### config.mk
export PLATFORM = sky130hd
export DESIGN_NAME = regfile_arbiter
export DESIGN_NICKNAME = d
export VERILOG_FILES = /design/src/rtl/regfile_arbiter.sv
export SDC_FILE = /design/constraint.sdc
export NUM_CORES = 1
export LEC_CHECK = 0
export CAP_MARGIN = 20
export CORE_MARGIN = 3
export CORE_UTILIZATION = 39
export CTS_CLUSTER_SIZE = 30
export DETAILED_ROUTE_END_ITERATION = 12
export PLACE_DENSITY = 0.8
export SYNTH_ARGS = -nofsm -noshare
export SYNTH_HDL_FRONTEND = slang
export SYNTH_SLANG_ARGS = --single-unit
### constraint.sdc
create_clock -name clock -period 1.6 [get_ports clock]
set_clock_uncertainty 0.05 [all_clocks]
set_input_delay 0.16 -clock clock [delete_from_list [all_inputs] [get_ports clock]]
set_output_delay 0.16 -clock clock [all_outputs]
set_load 0.01 [all_outputs]
### src/rtl/regfile_arbiter.sv
// Round-robin two-port arbiter and access sequencer for a single-port register file.
// Define REGFILE_ARB_FIXED_PRIO_EN to give port 0 fixed priority instead.
module regfile_arbiter #(
    parameter int ADDR_W = 3,
    parameter int DATA_W = 8,
    parameter int RD_LAT = 1
) (
    input  logic              clock,
    input  logic              reset,
    input  logic              req0,
    input  logic              we0,
    input  logic [ADDR_W-1:0] addr0,
    input  logic [DATA_W-1:0] wdata0,
    output logic              ack0,
    output logic [DATA_W-1:0] rdata0,
    input  logic              req1,
    input  logic              we1,
    input  logic [ADDR_W-1:0] addr1,
    input  logic [DATA_W-1:0] wdata1,
    output logic              ack1,
    output logic [DATA_W-1:0] rdata1,
    output logic [ADDR_W-1:0] rf_address,
    output logic              rf_write,
    output logic [DATA_W-1:0] rf_in,
    input  logic [DATA_W-1:0] rf_out
);

    typedef enum logic [1:0] {
        S_IDLE,
        S_ACCESS,
        S_DONE
    } state_t;

    localparam logic [1:0] RD_CNT = 2'(RD_LAT);

    state_t            r_state;
    state_t            w_next;
    logic              r_gnt;
    logic              r_we;
    logic [ADDR_W-1:0] r_addr;
    logic [DATA_W-1:0] r_wdata;
    logic [DATA_W-1:0] r_rdata0;
    logic [DATA_W-1:0] r_rdata1;
    logic [1:0]        r_cnt;
    logic              w_win;
    logic              w_start;
    logic              w_last;
    logic              w_sel_we;

    assign w_start  = (r_state == S_IDLE) && (req0 || req1);
    assign w_last   = (r_state == S_ACCESS) && (r_cnt == 2'd0);
    assign w_sel_we = w_win ? we1 : we0;
    assign rdata0   = r_rdata0;
    assign rdata1   = r_rdata1;

`ifdef REGFILE_ARB_FIXED_PRIO_EN
    assign w_win = ~req0;
`else
    logic r_last_gnt;

    // On a tie the port not granted last wins; a lone request wins outright.
    assign w_win = (req0 && req1) ? ~r_last_gnt : ~req0;

    always_ff @(posedge clock or posedge reset) begin
        if (reset) begin
            r_last_gnt <= 1'b1;
        end else if (w_start) begin
            r_last_gnt <= w_win;
        end
    end
`endif

    always_comb begin
        w_next     = r_state;
        ack0       = 1'b0;
        ack1       = 1'b0;
        rf_address = '0;
        rf_write   = 1'b0;
        rf_in      = '0;
        unique case (r_state)
            S_IDLE: begin
                if (req0 || req1) w_next = S_ACCESS;
            end
            S_ACCESS: begin
                rf_address = r_addr;
                rf_write   = r_we;
                rf_in      = r_wdata;
                if (r_cnt == 2'd0) w_next = S_DONE;
            end
            S_DONE: begin
                ack0   = ~r_gnt;
                ack1   = r_gnt;
                w_next = S_IDLE;
            end
            default: w_next = S_IDLE;
        endcase
    end

    always_ff @(posedge clock or posedge reset) begin
        if (reset) begin
            r_state  <= S_IDLE;
            r_gnt    <= 1'b0;
            r_we     <= 1'b0;
            r_addr   <= '0;
            r_wdata  <= '0;
            r_cnt    <= 2'd0;
            r_rdata0 <= '0;
            r_rdata1 <= '0;
        end else begin
            r_state <= w_next;
            if (w_start) begin
                r_gnt   <= w_win;
                r_we    <= w_sel_we;
                r_addr  <= w_win ? addr1 : addr0;
                r_wdata <= w_win ? wdata1 : wdata0;
                // Writes take one ACCESS cycle, reads RD_LAT+1.
                r_cnt   <= w_sel_we ? 2'd0 : RD_CNT;
            end else if (r_state == S_ACCESS && r_cnt != 2'd0) begin
                r_cnt <= r_cnt - 2'd1;
            end
            if (w_last && !r_we) begin
                if (r_gnt) r_rdata1 <= rf_out;
                else       r_rdata0 <= rf_out;
            end
        end
    end

endmodule

# Yosys cells after proc, flatten, opt, wreduce, memory -nomap -nowiden
# Index checks and enable logic that the tools add are counted.
[op_classes]
n_lt_le_gt_ge = 0
div_mod_pow = 0
multipliers = 0
n_reduce_logical = 14
shift = 0
n_eq_ne = 4
n_bitwise = 3
muxes = 15
n_addsub = 1
[op_table]
columns = ["operator", "count"]
rows = [
  ["8-bit two-way mux", 2],
  ["2-bit two-way mux", 4],
  ["1-bit two-way mux", 6],
  ["3-bit two-way mux", 2],
  ["2-bit AND reduction", 3],
  ["1-bit logical AND", 5],
  ["2-bit logical NOT", 2],
  ["2-bit case mux with 2 select lines", 1],
  ["2-bit nonzero test", 2],
  ["1-bit inverter", 3],
  ["2-bit by 1-bit equality test with 1-bit output, second input constant", 1],
  ["2-bit equality test, second input constant", 1],
  ["2-bit by 1-bit inequality test with 1-bit output, second input constant", 1],
  ["2-bit inequality test, second input constant", 1],
  ["2-bit by 1-bit subtractor with 2-bit output, second input constant", 1],
  ["1-bit logical NOT", 1],
  ["1-bit logical OR", 1],
]
[totals]
latch_bits = 0
output_inout_bits = 30
mem_count = 0
rom_bits = 0
ff_bits = 34
in_bits = 36
word_cells = 46
mem_bits_rw = 0

# Depth between registers and ports, before layout
[logic_depth]
word_depth = 5
mapped_depth = 5
depth_no_buf = 5

# Worst setup path after synthesis
# No wires, ideal clock.
[synth_timing]
kind = "register to register"
startpoint = "register r_cnt[0]"
endpoint = "register r_rdata0[0] (netlist: rdata0[0])"
setup_ns = 0.125
t_required_ns = 1.425
arrival_time_ns = 1.354
path_stages_with_launch = 6
period_less_slack_ns = 1.529
n_path_buf = 1
path_slack_ns = 0.071
cell_sequence = "dfrtp_1 -> inv_1 -> ha_1 -> and4bb_1 -> buf_6 -> mux2_2"
[synth_via]
elab_chain_cells = 4
[synth_rtl]
columns = ["item", "line", "text"]
rows = [
  ["start, declared", "44", "logic [1:0] r_cnt;"],
  ["start signal, assigned", "117", "r_cnt <= w_sel_we ? 2'd0 : RD_CNT;"],
  ["start signal, assigned", "119", "r_cnt <= r_cnt - 2'd1;"],
  ["2-bit logical NOT", "51", "assign w_last = (r_state == S_ACCESS) && (r_cnt == 2'd0);"],
  ["1-bit logical AND", "51", ""],
  ["1-bit logical AND", "121", "if (w_last && !r_we) begin"],
  ["2-bit AND reduction (no source line)", "--", ""],
  ["end signal, assigned", "123", "else r_rdata0 <= rf_out;"],
  ["end, declared", "42", "logic [DATA_W-1:0] r_rdata0;"],
]
# Every way passes these cells.
# A chain may end at the register's enable or synchronous reset.

# Worst setup path after layout
[layout_timing]
startpoint = "register r_state[1]"
endpoint = "register r_rdata0[2] (netlist: rdata0[2])"
[layout_via]
elab_chain_cells = 4
[layout_rtl]
columns = ["item", "line", "text"]
rows = [
  ["start, declared", "36", "state_t r_state;"],
  ["start signal, assigned", "110", "r_state <= w_next;"],
  ["2-bit by 1-bit equality test with 1-bit output", "51", ""],
  ["1-bit logical AND", "51", ""],
  ["1-bit logical AND", "121", ""],
  ["2-bit AND reduction (no source line)", "--", ""],
]
# Every way passes these cells.

==> results by group <==
Status
  – Outcome: finished clean

Timing
  – Worst slew pin tran: 0.3086 ns
  – Setup Viol. Count Final: 0
  – Final period util: 0.9708
  – Setup TNS Final: 0 ns
  – RSZ-0062 raised after global routing: yes
  – Tmin final: 1.553 ns
  – Final Max Slew Viols: 0
  – Fmax achieved: 0.6438 GHz
  – Rel. slew slack: 0.7940
  – Final Hold Fails: 0

Floorplanning
  – Row Count: 22
  – Core Box Area: 3854 um^2
  – Die H: 70.76 um
  – Die width: 70.76 um
  – Initial Utilization: 0.4244
  – IO Count: 66
  – Die ar.: 5006 um^2

Yosys
  – Post-Syn Nets: 186
  – Synth unique cells: 29
  – Post-synth EDFFs: 0
  – Synthesized cell area: 1635 um^2
  – Sequential share of the synthesized area: 0.5210
  – Avg Cell Area, Syn: 10.98 um^2
  – Primary FF master, synth: dfrtp_1
  – Yosys warning total: 0
  – Fraction of registers with async set/reset: 1.000
  – Cell count after synthesis: 149
  – Synth Register Bits: 34

Setup path
  – CP Max Fanout: 9
  – Critical Path RT: 1.71 ns
  – CP arrival: 1.67 ns
  – Critical Path Source Type: flip-flop
  – Critical path capture point type: flip-flop
  – Critical path class: flip-flop to flip-flop

Clocking
  – Worst skew pair latency: 0.28 ns
  – CTS tree: built
  – CTS buffer count: 5
  – CTS Buffer Depth: 2
  – Root Driver: clkbuf_8
  – Post-CTS Repair Setup Buffers: 0
  – Worst-path clk slew: 0.07 ns
  – CTS HTree Levels: 2
  – Clock sinks: 34

Drt
  – Routed vias: 1480
  – Routed Antenna Nets: 0
  – Wire length per cell: 15.53 um
  – Pre-antenna DRT Iters: 4
  – First-iteration detailed-routing DRC count: 64
  – Vias/cell: 5.343
  – # DRC: 0
  – Drt total wl: 4302 um

Finish
  – FF/Latch Area: 852.1 um^2
  – Commonest non-fill, non-tap cell in the layout: clkdlybuf4s50_1
  – Nets@finish: 265
  – Area of the multi-input gates: 721.9 um^2
  – Most frequent cells in the layout: clkdlybuf4s50_1 (51), dfrtp_1 (33), mux2_2 (16), buf_4 (15)
  – # fillers: 326
  – Share of cells above drive strength 1: 0.2489
  – Non-Filler Instances: 277
  – Area growth, synth to finish: 55.24%
  – Ant diodes: 0

Job
  – Max-cap viol count: 0

Place
  – Detailed Place HPWL: 3222 um
  – Final GP Congestion: 0.8727
  – Dpl cells: 269
  – Number of port buffers: 65

Power
  – Lkg Pwr: 1.097 nW
  – Pwr Total: 4.982 mW
  – PwrDens: 1962 nW/um^2
  – Peak VDD IR: 968.0 uV

GRT
  – All-layer global routing usage: 0.1848
  – Initial antenna violation count: 0
  – Vias in the first global route: 1545
  – First-pass GRT wire length: 7383 um
  – Global route overflow: 0
  – Largest net degree at the start of global routing: 35

Min path
  – Worst hold path class: input port to asynchronous set/reset pin
-- cell type report --
| class | count | area share |
|---|---|---|
| sequential | 34 | 0.3356 |
| timing repair buffer | 82 | 0.2962 |
| multi-input combinational | 101 | 0.2844 |
| clock buffer | 5 | 0.02711 |
| clock inverter | 3 | 0.02711 |
| tap | 48 | 0.02366 |
| inverter | 4 | 0.005914 |
-- Yosys cell counts (2+ instances only) --
master	number	area, um^2
dfrtp_1	33	825.8
mux2_2	16	180.2
and2_1	14	87.58
nand3_1	14	70.07
a21oi_1	12	60.06
a31oi_1	12	75.07
o21ai_0	12	60.06
clkbuf_1	7	26.28
inv_1	4	15.01
buf_6	2	22.52
nor2_1	2	7.510
nor3b_1	2	15.01
o21a_1	2	15.01
or2_1	2	12.51
-- worst max-delay path, stage by stage (launching register included) --
cell      delay (ns)
dfrtp_1         0.41
nor2b_4         0.13
buf_6           0.13
and4bb_1        0.23
buf_4           0.15
mux2_2          0.34
-- sequential cells by signal, indices dropped and copies added, names as in the netlist --
| name | count |
|---|---|
| r_addr | 3 |
| r_cnt | 2 |
| r_gnt | 1 |
| r_last_gnt | 1 |
| r_state | 2 |
| r_wdata | 8 |
| r_we | 1 |
| rdata0 | 8 |
| rdata1 | 8 |
-- worst paths after layout --
kind / start / endpoint / slack [ns] / depth (start not counted)
worst max-delay path: r_state[1] / rdata0[2] / 0.05 / 5
worst min-delay path: reset / rdata0[6] / 0.17 / 3
worst max register to register: r_state[1] / rdata0[2] / 0.05 / 5
worst min register to register: rdata1[0] / rdata1[0] / 0.46 / 1
max in group asynchronous: reset / r_last_gnt / 1.09 / 3
min in group clock: wdata1[6] / r_wdata[6] / 0.40 / 3
-- stage by stage --
stage / hold WS, ns / setup WS [ns] / area, um^2 / utilization
detailed placement: 0.4421 / -0.03272 / 2432 / 0.6312
CTS: 0.1733 / 0.005073 / 2564 / 0.6653
finish: 0.1696 / 0.04678 / 2539 / 0.6588
floorplan: 0.2509 / 0.07097 / 1635 / -
global route: 0.1888 / -0.01179 / 2539 / 0.6588
global placement: 0.4359 / 0.01913 / 2432 / 0.6312
-- layer usage --
metal | global-route usage | vias to the layer above | routed length, um
li1 | - | 698 | -
met1 | 0.2258 | 714 | 1791
met2 | 0.3100 | 60 | 2164
met3 | 0.04830 | 8 | 270
met4 | 0.07516 | 0 | 76
met5 | 0 | - | 0
-- repair_timing --
| action | in CTS | in global routing |
|---|---|---|
| endpoints found under the setup margin | 14 | 20 |
| gates resized for setup | 23 | 15 |
| hold buffers | 0 | 0 |
| pin swaps | 0 | 0 |
-- power breakdown --
part,switching (mW),total (mW),internal (mW)
combinational,1.11,2.49,1.38
clock,0.319,0.943,0.624
sequential,0.244,1.55,1.31
-- logic make-up (layout without fill, tap and decap cells) --
logic type | Yosys count | in the layout | share of synthesized area
mux | 16 | 16 | 0.1102
fa+ha+maj | 1 | 1 | 0.007650
compound gates | 40 | 40 | 0.1385
buf+inv | 14 | 94 | 0.04208
simple gates | 44 | 44 | 0.1806
flops | 34 | 34 | 0.5210
(Power assumes the default switching activity.)
==> edit 1, RTL diff (same settings) <==
The option `REGFILE_ARB_FIXED_PRIO_EN` is turned on by a define.
--- a/src/rtl/regfile_arbiter.sv
+++ b/src/rtl/regfile_arbiter.sv
@@ -1,5 +1,7 @@
 // Round-robin two-port arbiter and access sequencer for a single-port register file.
 // Define REGFILE_ARB_FIXED_PRIO_EN to give port 0 fixed priority instead.
+`define REGFILE_ARB_FIXED_PRIO_EN
+
 module regfile_arbiter #(
     parameter int ADDR_W = 3,
     parameter int DATA_W = 8,
Function: changed (a bounded check fails within 10 cycles, from zero or initial values and one cycle with reset high).
==> edit 1 against the original RTL <==
Total power fell by 13%. Area after synthesis fell by 4.1%. Cell area fell by 5.8%. Sequential power fell by 3%. Core utilization fell by 2.5 points. Sequential cell count fell by 1. Setup slack got worse by 0.0077 ns. Highest routed layer unchanged. Routed wire length fell by 17%.
==> edit 1: results (changes against the original RTL) <==
metric	value	unit	change
vias in the first global route	1371		was 1545
sw power	1.44	mW	was 1.67 mW
final hold slack	0.223	ns	was 0.170 ns
mux cell area share after synthesis	21.1	%	was 11.0%
Pleak	1.09	nW	was 1.10 nW
asr flop ratio synth	100	%	unchanged
1st-iter DRT viols	28		was 64
Post-Synth XOR/XNOR Area	0.559	%	was 0%
Post-Syn Nets	164		was 186
post-synthesis compound-gate area fraction	9.26	%	was 13.8%
global-route wire length before repair	6250	µm	was 7380 µm
fillcell total	280		was 326
layout cells sized above 1	24.1	%	was 24.9%
worst vdd ir	0.671	mV	was 0.968 mV
run status	completed		unchanged
Area contributors post-synth	dfrtp_1, mux2i_1, mux2_4		was dfrtp_1, mux2_2, and2_1
Routed WL per cell	14.2	µm	was 15.5 µm
Rel. slew slack	68.8	%	was 79.4%
drt via density	4.95		was 5.34
fmax	641	MHz	was 644 MHz
CP arrival	1.67	ns	about the same
Synth top cells by count	dfrtp_1, o21ai_0, mux2i_1		was dfrtp_1, mux2_2, and2_1, nand3_1
fin nets	239		was 265
GRT Util Overall	16.2	%	was 18.5%
Synth Area in Adders	0.798	%	was 0.765%
Critical Path End	rdata0[6]$_DFFE_PP0P_		was rdata0[2]$_DFFE_PP0P_
placed cell area	2340	µm²	was 2430 µm²
Place WS	-0.116	ns	was -0.0327 ns
sequential fraction of the synthesis area	52.7	%	was 52.1%
largest net degree at the start of global routing	34		was 35
Max FO, Critical Path	15		was 9
Routability Congestion	0.778		was 0.873
edit 1: power by group through the flow:
stage | Combinational [mW] | Clock (mW) | Sequential (mW)
CTS | 2.27 | 0.596 | 1.50
global placement | 2.32 | 0 | 1.48
global route | 2.45 | 0.636 | 1.55
detailed placement | 2.36 | 0 | 1.51
floorplan | 1.10 | 0 | 1.57
finish | 2.26 | 0.574 | 1.50
edit 1: routing by layer:
layer	wire [µm]	track usage, %
met1	1540	20.1
met2	1650	25.8
met3	336	5.94
met4	46	5.86
met5	0	0
edit 1: area by class of cell:
type,instances,share of cell area [%]
tap,48,2.51
sequential,33,34.5
multi-input combinational,84,29.5
clock buffer,8,3.35
inverter,3,0.471
timing repair buffer,75,29.7
edit 1: repair_timing:
action	CTS	global route
pin swaps	0	1
setup endpoints to repair	14	27
resized for setup	17	20
buffers inserted	0	0
hold endpoints to repair	0	0
hold buffers	0	0
edit 1: worst register-to-register path, delay by kind of cell, from the launching register on:
kind	cells	cell delay [ns]
muxes	1	0.30
DFF	1	0.41
and+or+nand+nor	2	0.39
buffers and inverters	2	0.29
edit 1: kinds of logic (layout without fill, tap and decap cells):
kind of cell	after synthesis	count (layout)
buf+inv	10	86
mux	28	28
simple gates	26	26
fa+ha+maj	1	1
compound gates	28	28
xor+xnor	1	1
flops	33	33
edit 1: stage by stage:
stage	std cells	TNS, ns	utilization [%]
after floorplan	127	0	-
after global routing	251	0	63.4
after detailed placement	243	-0.630	62.1
final	251	0	63.4
after CTS	251	0	63.9
after global placement	243	0	62.1
==> edit 2, RTL diff (same settings) <==
Without the edit above. Reset style: synchronous (`reset`), changed in 2 clocked blocks.
--- a/src/rtl/regfile_arbiter.sv
+++ b/src/rtl/regfile_arbiter.sv
@@ -61,7 +61,7 @@
     // On a tie the port not granted last wins; a lone request wins outright.
     assign w_win = (req0 && req1) ? ~r_last_gnt : ~req0;
 
-    always_ff @(posedge clock or posedge reset) begin
+    always_ff @(posedge clock) begin
         if (reset) begin
             r_last_gnt <= 1'b1;
         end else if (w_start) begin
@@ -96,7 +96,7 @@
         endcase
     end
 
-    always_ff @(posedge clock or posedge reset) begin
+    always_ff @(posedge clock) begin
         if (reset) begin
             r_state  <= S_IDLE;
             r_gnt    <= 1'b0;
Check against the original RTL: differs if reset is asserted again (counterexample within 4 cycles, from zero or initial values and one cycle with reset high); with reset held inactive, the same outputs for 10 cycles.
==> edit 2 against the original RTL <==
Cell area fell by 2.5%. Setup slack improved by 0.020 ns. Largest cell class is now multi-input gates. Global-route usage fell by 3.6 points. Non-clock buffer count unchanged. Sequential cell count is the same. First-iteration DRC count rose by 6.3%. Routed wire length decreased by 17%. Area after synthesis fell by 3.4%. Register-to-register slack gained 0.04 ns. Count of clock-buffer cells in the layout rose by 1.
Power is not compared: it rests on default switching activity, and its combinational part moved more than twofold at a synthesized area within 25%.
==> edit 2: results (changes against the original RTL) <==
metric	value	unit	change
total vias in the final route	1339		was 1480
HPWL Detailed	2620	µm	was 3220 µm
Critical Path End	rf_in[4]		was rdata0[2]$_DFFE_PP0P_
asr flop ratio synth	0	%	was 100%
sequential fraction of the synthesis area	43.1	%	was 52.1%
Routability Congestion	0.725		was 0.873
fin nets	271		was 265
global-route wire length before repair	5980	µm	was 7380 µm
run status	completed		unchanged
R2R cell count	6		was 5
r2r endpoint	rdata0[0]$_SDFFE_PP0P_		was rdata0[2]$_DFFE_PP0P_
Worst Setup SP	r_state[0]$_SDFFE_PP0P_		was r_state[1]$_DFFE_PP0P_
CP arrival	1.32	ns	was 1.67 ns
r2r setup slk	0.09	ns	was 0.05 ns
CP top delay family	buffers and inverters		was flip-flops
mux cell area share after synthesis	17.1	%	was 11.0%
GRT Util Overall	14.9	%	was 18.5%
largest net degree at the start of global routing	23		was 35
Max FO, Critical Path	5		was 9
Routed WL per cell	12.6	µm	was 15.5 µm
layout cells sized above 1	18.7	%	was 24.9%
post-synthesis compound-gate area fraction	12.4	%	was 13.8%
grt met3 use	3.91	%	was 4.83%
CP max stage cell	dfxtp_2		was dfrtp_1
GR Util met1	19.9	%	was 22.6%
fillcell total	321		was 326
[edit 2: what timing repair did]
item                                   CTS  global route
cloned                                   1             0
setup endpoints to repair               14            15
pin swaps                                0             1
endpoints found under the hold margin    0             0
setup buffers                            6             1
gates resized for setup                 20             7
[edit 2: worst min path at each step]
stage / startpoint / slack [ns] / to
floorplan: rf_out[0] / 0.25 / rdata1[0]$_SDFFE_PP0P_
global placement: rdata1[7]$_SDFFE_PP0P_ / 0.42 / rdata1[7]$_SDFFE_PP0P_
detailed placement: rdata0[7]$_SDFFE_PP0P_ / 0.44 / rdata0[7]$_SDFFE_PP0P_
CTS: reset / 0.41 / r_state[0]$_SDFFE_PP0P_
global route: reset / 0.43 / r_state[0]$_SDFFE_PP0P_
finish: reset / 0.43 / r_state[0]$_SDFFE_PP0P_
[edit 2: area by class of cell]
class / count / area (µm²) / area share, %
clock buffers: 6 / 82.6 / 3.34
clock inverters: 2 / 12.5 / 0.505
inverters: 3 / 11.3 / 0.455
multi-input cells: 108 / 823 / 33.2
flip-flops and latches: 34 / 686 / 27.7
well taps: 48 / 60.1 / 2.43
repair buffers: 82 / 801 / 32.3
[edit 2: power by group through the flow]
stage / Sequential [mW] / Clock, mW / Combinational (mW)
2_1_floorplan: 1.03 / 0 / 0.415
3_3_place_gp: 1.02 / 0 / 0.717
3_5_place_dp: 1.02 / 0 / 0.726
4_1_cts: 1.01 / 0.661 / 0.763
5_1_grt: 1.02 / 0.709 / 0.824
6_report: 1.01 / 0.642 / 0.756
[edit 2: routing by layer]
metal	wire length (µm)	vias up	part of all wire [%]
met5	0	-	0
met4	0	0	0
met3	169	0	4.7
met2	1780	39	50
met1	1630	603	46
li1	-	697	-
[edit 2: stage by stage]
step	std cells	setup slack, ns	area [µm²]
5_1_grt	283	0.000706	2480
3_5_place_dp	268	-0.0668	2330
6_report	283	0.0666	2480
4_1_cts	283	-0.00156	2480
3_3_place_gp	268	-0.0331	2330
2_1_floorplan	155	0.229	1580
[edit 2: worst register-to-register path, delay by kind of cell, from the launching register on]
family,cells,cell delay [ns]
flip-flops,1,0.36
AND/OR/NAND/NOR,3,0.48
multiplexers,1,0.22
buffers and inverters,2,0.29
[edit 2: logic make-up (layout without fill, tap and decap cells)]
kind of cell / count (synthesis) / after routing
flops: 34 / 34
compound gates: 19 / 19
mux: 27 / 27
buf+inv: 14 / 93
fa+ha+maj: 1 / 1
simple gates: 60 / 61
